`src/rtl/custom_leds_pwm.sv`:
```
// custom_leds_pwm: Avalon-MM controlled LED bank for the HPS lightweight bridge.
// Features a scrolling pattern driven by a programmable prescale tick, and a
// global 8-bit PWM brightness gate. Registered LED outputs and 1-cycle reads.
`timescale 1ns/1ps
module custom_leds_pwm #(
  parameter logic [15:0] PRESCALE_RST = 16'd49999,
  parameter logic [7:0]  BRIGHT_RST   = 8'd255
) (
  input  logic        clk,
  input  logic        reset,
  input  logic [2:0]  avs_s0_address,
  input  logic        avs_s0_write,
  input  logic [31:0] avs_s0_writedata,
  input  logic        avs_s0_read,
  output logic [31:0] avs_s0_readdata,
  output logic [7:0]  leds
);

  // Word addresses of the register map
  localparam logic [2:0] ADDR_PATTERN  = 3'd0;
  localparam logic [2:0] ADDR_CTRL     = 3'd1;
  localparam logic [2:0] ADDR_PRESCALE = 3'd2;
  localparam logic [2:0] ADDR_BRIGHT   = 3'd3;
  localparam logic [2:0] ADDR_STATUS   = 3'd4;

  // CTRL bit positions
  localparam int CTRL_PWM_EN    = 0;
  localparam int CTRL_SCROLL_EN = 1;

  // Architectural registers
  logic [7:0]  pattern_q, pattern_d;
  logic [1:0]  ctrl_q, ctrl_d;
  logic [15:0] prescale_q, prescale_d;
  logic [7:0]  bright_q, bright_d;
  logic        tick_seen_q, tick_seen_d;

  // Internal counters and output registers
  logic [15:0] presc_cnt_q, presc_cnt_d;
  logic [7:0]  pwm_cnt_q, pwm_cnt_d;
  logic [7:0]  leds_q, leds_d;
  logic [31:0] readdata_q, readdata_d;

  // High only during the first cycle after reset is released; masks the tick
  // there so a PRESCALE_RST of zero cannot rotate the pattern immediately.
  logic        post_rst_q;

  // Bus decode strobes
  logic        wr_pattern;
  logic        wr_ctrl;
  logic        wr_prescale;
  logic        wr_bright;
  logic        rd_status;

  // Datapath helpers
  logic        tick;
  logic        pwm_on;
  logic [31:0] rd_mux;

  // Only the low 16 bits of write data ever land in a register.
  logic        unused_wdata;
  assign unused_wdata = ^avs_s0_writedata[31:16];

  // Address decode for writes (STATUS and 5-7 have no write target) and the STATUS read side effect
  always_comb begin
    wr_pattern  = 1'b0;
    wr_ctrl     = 1'b0;
    wr_prescale = 1'b0;
    wr_bright   = 1'b0;
    rd_status   = 1'b0;
    if (avs_s0_write) begin
      case (avs_s0_address)
        ADDR_PATTERN:  wr_pattern  = 1'b1;
        ADDR_CTRL:     wr_ctrl     = 1'b1;
        ADDR_PRESCALE: wr_prescale = 1'b1;
        ADDR_BRIGHT:   wr_bright   = 1'b1;
        default:       ;
      endcase
    end
    if (avs_s0_read && (avs_s0_address == ADDR_STATUS)) begin
      rd_status = 1'b1;
    end
  end

  // Prescaler: count up, fire a one-cycle tick once the count reaches PRESCALE, then restart from 0
  always_comb begin
    tick = !post_rst_q && (presc_cnt_q >= prescale_q);
    presc_cnt_d = tick ? 16'd0 : presc_cnt_q + 16'd1;
    // A pattern write realigns the scroll phase to the new pattern.
    if (wr_pattern) begin
      presc_cnt_d = 16'd0;
    end
  end

  // Pattern: a bus write wins over the scroll rotation when both land in the same cycle
  always_comb begin
    pattern_d = pattern_q;
    if (wr_pattern) begin
      pattern_d = avs_s0_writedata[7:0];
    end else if (tick && ctrl_q[CTRL_SCROLL_EN]) begin
      pattern_d = {pattern_q[6:0], pattern_q[7]};
    end
  end

  // Plain RW control registers
  always_comb begin
    ctrl_d     = wr_ctrl     ? avs_s0_writedata[1:0]  : ctrl_q;
    prescale_d = wr_prescale ? avs_s0_writedata[15:0] : prescale_q;
    bright_d   = wr_bright   ? avs_s0_writedata[7:0]  : bright_q;
  end

  // Sticky tick flag: a tick always sets it, so a read racing a tick cannot lose that tick
  always_comb begin
    tick_seen_d = tick_seen_q;
    if (tick) begin
      tick_seen_d = 1'b1;
    end else if (rd_status) begin
      tick_seen_d = 1'b0;
    end
  end

  // PWM: free-running 8-bit phase; full brightness forces the gate on for all 256 phases
  always_comb begin
    pwm_cnt_d = pwm_cnt_q + 8'd1;
    pwm_on    = (pwm_cnt_q < bright_q) || (bright_q == 8'hFF);
  end

  // LED drive: gate the pattern with the PWM phase when PWM is enabled
  always_comb begin
    if (ctrl_q[CTRL_PWM_EN]) begin
      leds_d = pattern_q & {8{pwm_on}};
    end else begin
      leds_d = pattern_q;
    end
  end

  // Read mux uses current (pre-write) register values; unused bits and unmapped words read as 0
  always_comb begin
    rd_mux = 32'h0;
    case (avs_s0_address)
      ADDR_PATTERN:  rd_mux = {24'h0, pattern_q};
      ADDR_CTRL:     rd_mux = {30'h0, ctrl_q};
      ADDR_PRESCALE: rd_mux = {16'h0, prescale_q};
      ADDR_BRIGHT:   rd_mux = {24'h0, bright_q};
      ADDR_STATUS:   rd_mux = {23'h0, tick_seen_q, pattern_q};
      default:       rd_mux = 32'h0;
    endcase
    readdata_d = avs_s0_read ? rd_mux : readdata_q;
  end

  // State update; reset discards any same-cycle bus access
  always_ff @(posedge clk) begin
    if (reset) begin
      pattern_q   <= 8'h00;
      ctrl_q      <= 2'b00;
      prescale_q  <= PRESCALE_RST;
      bright_q    <= BRIGHT_RST;
      tick_seen_q <= 1'b0;
      presc_cnt_q <= 16'd0;
      pwm_cnt_q   <= 8'd0;
      leds_q      <= 8'h00;
      readdata_q  <= 32'h0;
      post_rst_q  <= 1'b1;
    end else begin
      pattern_q   <= pattern_d;
      ctrl_q      <= ctrl_d;
      prescale_q  <= prescale_d;
      bright_q    <= bright_d;
      tick_seen_q <= tick_seen_d;
      presc_cnt_q <= presc_cnt_d;
      pwm_cnt_q   <= pwm_cnt_d;
      leds_q      <= leds_d;
      readdata_q  <= readdata_d;
      post_rst_q  <= 1'b0;
    end
  end

  assign avs_s0_readdata = readdata_q;
  assign leds            = leds_q;

endmodule

```
`config.mk`:
```
export PLATFORM = sky130hd
export DESIGN_NAME = custom_leds_pwm
export DESIGN_NICKNAME = d
export VERILOG_FILES = /design/src/rtl/custom_leds_pwm.sv
export SDC_FILE = /design/constraint.sdc
export NUM_CORES = 1
export LEC_CHECK = 0
export CORE_MARGIN = 5
export CORE_UTILIZATION = 52
export DETAILED_ROUTE_END_ITERATION = 10
export PLACE_DENSITY_LB_ADDON = 0.3
export SETUP_SLACK_MARGIN = 0.2
export SYNTH_ARGS = -nofsm -noshare
export SYNTH_HDL_FRONTEND = slang
export SYNTH_SLANG_ARGS = --single-unit
```
`constraint.sdc`:
```
create_clock -name clk -period 3.2 [get_ports clk]
set_clock_uncertainty 0.2 [all_clocks]
set_input_delay 0.32 -clock clk [delete_from_list [all_inputs] [get_ports clk]]
set_output_delay 0.32 -clock clk [all_outputs]
set_load 0.05 [all_outputs]
```
==> results.md, run 1 <==
- Outcome: completed
- Clock-pin slew on the worst setup and hold paths: 0.09 ns
- Die W: roughly 99 um
- Finish-stage setup viols: 0
- Fmax achieved: 350 MHz
- NetSw: 0.000576 W
- Switching share of power: 26.4%
- Number of max-cap violations: 0
- Slew Viols, Final: 0
- Post-synth EDFFs: 0
- Final worst-path cycle share: 89.3%
- Max VDD drop: 0.000299 V
- Synth warnings: 0
- Post-DP HPWL: 6500 um
- GRT met1 Usage: between 20% and 30%
- Largest net degree at the start of global routing: 69
- Synth Instances: 469
- Seq pwr share: 50.1%
- Num CTS Buffers: 9
- LEAKAGE: 2.00 nW
- H-tree Lvls: 3
- Synth Register Bits: 84
- Skew-Pair Late Insertion Delay: 0.36 ns
- Int Pwr: 0.00161 W
- Main synth FF type: dfxtp_1
- Commonest non-fill, non-tap cell in the layout: dfxtp_1
- CP Cell Sequence: inv_1, ha_1, a21o_1, a21o_1, a2111oi_4, a21oi_1, or3b_1, a21oi_1
- Top Ports: a little under 80
- Crit-path max FO: 16
- DR vias/cell: ~5.2
- Core area: around 7700 um2
- N_diodes: 0
- Most frequent cells in the layout: dfxtp_1 (84), nor2_1 (81), clkdlybuf4s50_1 (45)
- Critical path class: reg -> reg
- Die ar.: 9770 um2
- PortBufs: 46
- CTS Hold Bufs: 0
- Filler cells: 649
- Clock Sinks: 84
- Die Ht: 98.9 um
- Layout cells sized above 1: about 6%
- DRT iter0 DRCs: between 150 and 200
- First-pass GRT wire length: 14600 um
- Cell Area, Synth: 4110 um2
- Post-CTS sizing: 0
- Final standard cell utilization of the core: 62.2%
- Required time of the critical path: 3.28 ns
- Max stage delay cell, worst path: or3b_1
- Clk root buf: clkbuf_8
- Initial antenna violation count: 0
- RD Place Congestion: 0.840
- Syn Area/Cell: 8.75 um2
- Clock power share: 38.6%
- Met2 usage in global routing: 31.8%
- Gr busiest metal: met2
- Min Tclk post-route: around 2.9 ns
- DRC: 0
- Setup TNS: 0 ns
- RSZ-0062 raised after global routing: false
- Via count: 3200
- Tot GR Track Use: 18.4%
- Relative slew slack: 56.5%
- Area grow syn2layout: 17.0%
- Ys async rst share: 0%
- Wire per inst: 14.2 um
- Vias in the first global route: 3094
- Measured slew at the worst slew-check pin: 0.653 ns
- Multi-input logic area: 2150 um2
- ANT nets after route: 0
- Critical path's largest stage delay: 0.63 ns
- Register area: 1680 um2
- CP Launch Type: flop
- WP data arrival: 2.93 ns
- Post-synth cell types: 43
- Post-CTS Setup Bufs: 0
- Cell Pwr Density: 454 nW/um2
- Comb power frac: 11.3%
- Routed WL: between 8000 and 9000 um
- Crit path capture type: flop
- Hold WC Path Type: reg -> reg
- Drt first pass iters: 4
- Met3 usage: under 10%
- Final Hold Viols: 0
- Site row count: 32
- Clock Path Buffers: 2
- TritonCTS clock tree: built
- Nets: 573
- Initial Util: 53.1%
- Global route overflow: 0
- Seq/Total Area, Yosys: 41.0%
-- worst max-delay path, delay by kind of cell (launching register included) --
kind | cells | cell delay (ns)
compound gates | 5 | 1.21
simple gates | 1 | 0.63
flops | 1 | 0.37
fa+ha+maj | 1 | 0.30
buf+inv | 1 | 0.06
-- logic make-up after synthesis --
logic type,after synthesis,share of synthesized area [%]
compound gates,88,14.9
buf+inv,66,7.99
xor+xnor,19,4.05
other cells,1,0.0913
mux,24,5.88
flops,84,41.0
fa+ha+maj,25,7.62
simple gates,162,18.5
-- power by group through the flow --
stage | Sequential, W | Combinational, W | Clock [W]
finish | 0.00109 | 0.000247 | 0.000842
global route | 0.00110 | 0.000267 | 0.000905
CTS | 0.00109 | 0.000247 | 0.000860
detailed placement | 0.00112 | 0.000246 | 0
global placement | 0.00112 | 0.000242 | 0
floorplan | 0.00114 | 0.000167 | 0
-- path summary, 6_finish.rpt --
kind	startpoint	endpoint	slack (ns)	cells past startpoint
min reg2reg	presc_cnt_q[0]	presc_cnt_q[0]	0.27	1
max reg2reg	prescale_q[13]	presc_cnt_q[6]	0.34	8
max	prescale_q[13]	presc_cnt_q[6]	0.34	8
min	presc_cnt_q[0]	presc_cnt_q[0]	0.27	1
-- through the flow --
step	hold WS (ns)	worst slack [ns]	power, W	instances	cell area, um2
finish	0.267	0.344	0.00218	616	4800
global route	0.288	0.210	0.00227	616	4800
CTS	0.272	0.361	0.00220	616	4800
detailed placement	0.254	0.403	0.00136	600	4580
global placement	0.242	0.439	0.00136	600	4580
floorplan	0.148	0.663	0.00130	484	4160
-- routing by layer --
metal / share of wire (%) / vias to the layer above
met5: 0 / -
met4: 1.0 / 0
met3: 5.9 / 8
met2: 50 / 79
met1: 43 / 1485
li1: - / 1628
-- state kept, by name, summed over array words and instances, names as in the netlist --
signal,count
prescale_q,16
ctrl_q,2
avs_s0_readdata,16
pattern_q,8
leds,8
bright_q,8
pwm_cnt_q,8
post_rst_q,1
tick_seen_q,1
presc_cnt_q,16
-- synth_stat cells (4+ instances only) --
library cell | n | area share [%]
xor2_1 | 11 | 2.3
nor2_1 | 82 | 7.5
ha_1 | 25 | 7.6
nand2_1 | 21 | 1.9
nand2b_1 | 13 | 2.0
inv_1 | 28 | 2.6
xnor2_1 | 8 | 1.7
dfxtp_1 | 84 | 41
a211o_1 | 18 | 3.8
clkbuf_1 | 16 | 1.5
mux2i_1 | 23 | 5.6
a211oi_1 | 8 | 1.5
o21ai_0 | 15 | 1.8
nand4_1 | 7 | 1.1
nor2b_1 | 17 | 2.6
buf_4 | 16 | 2.9
nand3_1 | 9 | 1.1
a21o_1 | 4 | 0.73
a21oi_1 | 32 | 3.9
-- cell type report --
| type | count | area share [%] |
|---|---|---|
| repair buffers | 52 | 10.7 |
| flip-flops and latches | 84 | 35.0 |
| multi-input cells | 334 | 44.8 |
| clock inverters | 7 | 2.06 |
| inverters | 28 | 2.19 |
| well taps | 102 | 2.66 |
| clock buffers | 9 | 2.58 |
(Power assumes the default switching activity.)
==> inputs of run 2 (changes only) <==
- PLACE_DENSITY: default -> 0.8
- PLACE_DENSITY_LB_ADDON: 0.3 -> default
==> results.md, run 2 (synthesis gave the netlist of run 1 again) <==
- Outcome: completed (unchanged)
- Site row count: 32 (unchanged)
- Crit-path max FO: 16 (unchanged)
- Cell Pwr Density: 438 nW/um2 (was 454 nW/um2)
- Via count: 3190 (was 3200)
- Wire per inst: 14.2 um (about the same)
- Max stage delay cell, worst path: or3b_1 (unchanged)
- Critical path's largest stage delay: 0.63 ns (about the same)
- Area grow syn2layout: 15.8% (was 17.0%)
- Num CTS Buffers: 9 (unchanged)
- WP data arrival: 2.94 ns (was 2.93 ns)
- Comb power frac: 11.7% (was 11.3%)
- Finish-stage setup viols: 0 (unchanged)
- Min Tclk post-route: 2.86 ns (about the same)
- Nets: 572 (was 573)
- TritonCTS clock tree: built (unchanged)
- Filler cells: 658 (was 649)
- Area post-placement: 4560 um2 (was 4580 um2)
- Clk root buf: clkbuf_8 (unchanged)
- Post-CTS Setup Bufs: 0 (unchanged)
- Required time of the critical path: 3.28 ns (about the same)
- CP Launch Type: flop (unchanged)
- Top Ports: 79 (unchanged)
- Number of max-cap violations: 0 (unchanged)
- Measured slew at the worst slew-check pin: 0.737 ns (was 0.653 ns)
- Final worst-path cycle share: 89.4% (was 89.3%)
- Hold Crit Endpoint: pwm_cnt_q[0] (was presc_cnt_q[0])
- Worst R2R Path Depth: 8 (unchanged)
- LEAKAGE: 1.98 nW (was 2.00 nW)
- Layout cells sized above 1: 5.65% (was 6.03%)
- Int Pwr: 0.00152 W (was 0.00161 W)
- Fmax achieved: 350 MHz (about the same)
- Hold Startpoint: pwm_cnt_q[0] (was presc_cnt_q[0])
- First-pass GRT wire length: 14500 um (was 14600 um)
- DR vias/cell: 5.19 (about the same)
- Die Ht: 98.9 um (unchanged)
- Min Hold Slack: 0.271 ns (was 0.267 ns)
- Largest net degree at the start of global routing: 69 (unchanged)
- Commonest non-fill, non-tap cell in the layout: dfxtp_1 (unchanged)
- Skew-Pair Late Insertion Delay: 0.35 ns (was 0.36 ns)
- Vias in the first global route: 3093 (was 3094)
- Worst R2R Setup Slack: 0.34 ns (about the same)
- Post-DP HPWL: 6490 um (was 6500 um)
- H-tree Lvls: 3 (unchanged)
- Setup TNS: 0 ns (unchanged)
- Hold WC Path Type: reg -> reg (unchanged)
- Global route overflow: 0 (unchanged)
- DRT iter0 DRCs: 157 (was 170)
- Seq pwr share: 52.5% (was 50.1%)
- Critical path class: reg -> reg (unchanged)
- Most frequent cells in the layout: dfxtp_1 (84), nor2_1 (81), clkdlybuf4s50_1 (45) (unchanged)
- RSZ-0062 raised after global routing: false (unchanged)
- Clock-pin slew on the worst setup and hold paths: 0.09 ns (about the same)
- Crit path capture type: flop (unchanged)
- Die W: 98.9 um (unchanged)
- Clock Sinks: 84 (unchanged)
- Final Worst Setup Slack: 0.339 ns (was 0.344 ns)
- Initial Util: 53.1% (unchanged)
- Relative slew slack: 50.7% (was 56.5%)
- Final standard cell utilization of the core: 61.5% (was 62.2%)
- Setup WS pre-CTS: 0.356 ns (was 0.403 ns)
- Tot GR Track Use: 18.0% (was 18.4%)
- PortBufs: 46 (unchanged)
- Max VDD drop: 0.000285 V (was 0.000299 V)
- Slew Viols, Final: 0 (unchanged)
- CTS Hold Bufs: 0 (unchanged)
- Core area: 7730 um2 (unchanged)
- Initial antenna violation count: 0 (unchanged)
- DRC: 0 (unchanged)
- ANT nets after route: 0 (unchanged)
- Die ar.: 9770 um2 (unchanged)
- R2R Path End: presc_cnt_q[6] (unchanged)
- CP Cell Sequence: inv_1, ha_1, a21o_1, a21o_1, a2111oi_4, a21oi_1, or3b_1, a21oi_1 (unchanged)
- R2r startpoint: prescale_q[13] (unchanged)
- Switching share of power: 27.0% (was 26.4%)
- Final Hold Viols: 0 (unchanged)
- N_diodes: 0 (unchanged)
- Drt first pass iters: 4 (unchanged)
- NetSw: 0.000562 W (was 0.000576 W)
- Clock Path Buffers: 2 (unchanged)
- RD Place Congestion: 0.799 (was 0.840)
- Routed WL: 8730 um (was 8740 um)
- Clock power share: 35.7% (was 38.6%)
- Final Cell Area: 4750 um2 (was 4800 um2)
- WHS Path Cells: 1 (unchanged)
- Post-CTS sizing: 0 (unchanged)
-- run 2: changes by cell type in the layout (fill, tap and decap cells not counted), sizes merged --
cell | before | now
inv | 30 | 28
clkbuf | 9 | 10
bufinv | 2 | 1
clkinv | 2 | 4
buf | 7 | 6
-- run 2: area by class of cell --
type	instances	area [um2]	share of cell area [%]
tap	102	128	2.68
inverter	28	105	2.21
clock inverter	6	65.1	1.37
sequential	84	1680	35.4
clock buffer	10	128	2.68
multi-input combinational	334	2150	45.3
timing repair buffer	51	493	10.4
-- run 2: worst max-delay path by stage --
stage	start	to	slack, ns	depth (start not counted)
2_1_floorplan	presc_cnt_q[0]	presc_cnt_q[10]	0.66	10
3_3_place_gp	prescale_q[13]	presc_cnt_q[6]	0.41	8
3_5_place_dp	presc_cnt_q[0]	presc_cnt_q[6]	0.36	8
4_1_cts	prescale_q[13]	presc_cnt_q[6]	0.32	8
5_1_grt	prescale_q[13]	presc_cnt_q[6]	0.21	8
6_report	prescale_q[13]	presc_cnt_q[6]	0.34	8
-- run 2: metal layers --
metal | wire [um] | vias to the layer above | track usage, %
met1 | 3900 | 1479 | 21.8
met2 | 4290 | 72 | 31.0
met5 | 0 | - | 0
li1 | - | 1628 | -
met4 | 100 | 0 | 5.15
met3 | 444 | 11 | 5.31
-- run 2: through the flow --
stage	cells	total power, W
after detailed placement	599	0.00136
after global placement	599	0.00136
after global routing	615	0.00217
final	615	0.00208
after floorplan	484	0.00130
after CTS	615	0.00210
-- run 2: power by group through the flow --
stage | clock [W] | combinational (W) | sequential, W
finish | 0.000745 | 0.000244 | 0.00109
detailed placement | 0 | 0.000242 | 0.00112
floorplan | 0 | 0.000167 | 0.00114
global placement | 0 | 0.000238 | 0.00112
global route | 0.000806 | 0.000266 | 0.00110
CTS | 0.000762 | 0.000244 | 0.00109
-- run 2: worst max-delay path: cells and delay by family (launching register included) --
family / cells / cell delay, ns
fa+ha+maj: 1 / 0.31
compound gates: 5 / 1.22
simple gates: 1 / 0.63
flops: 1 / 0.39
buf+inv: 1 / 0.06
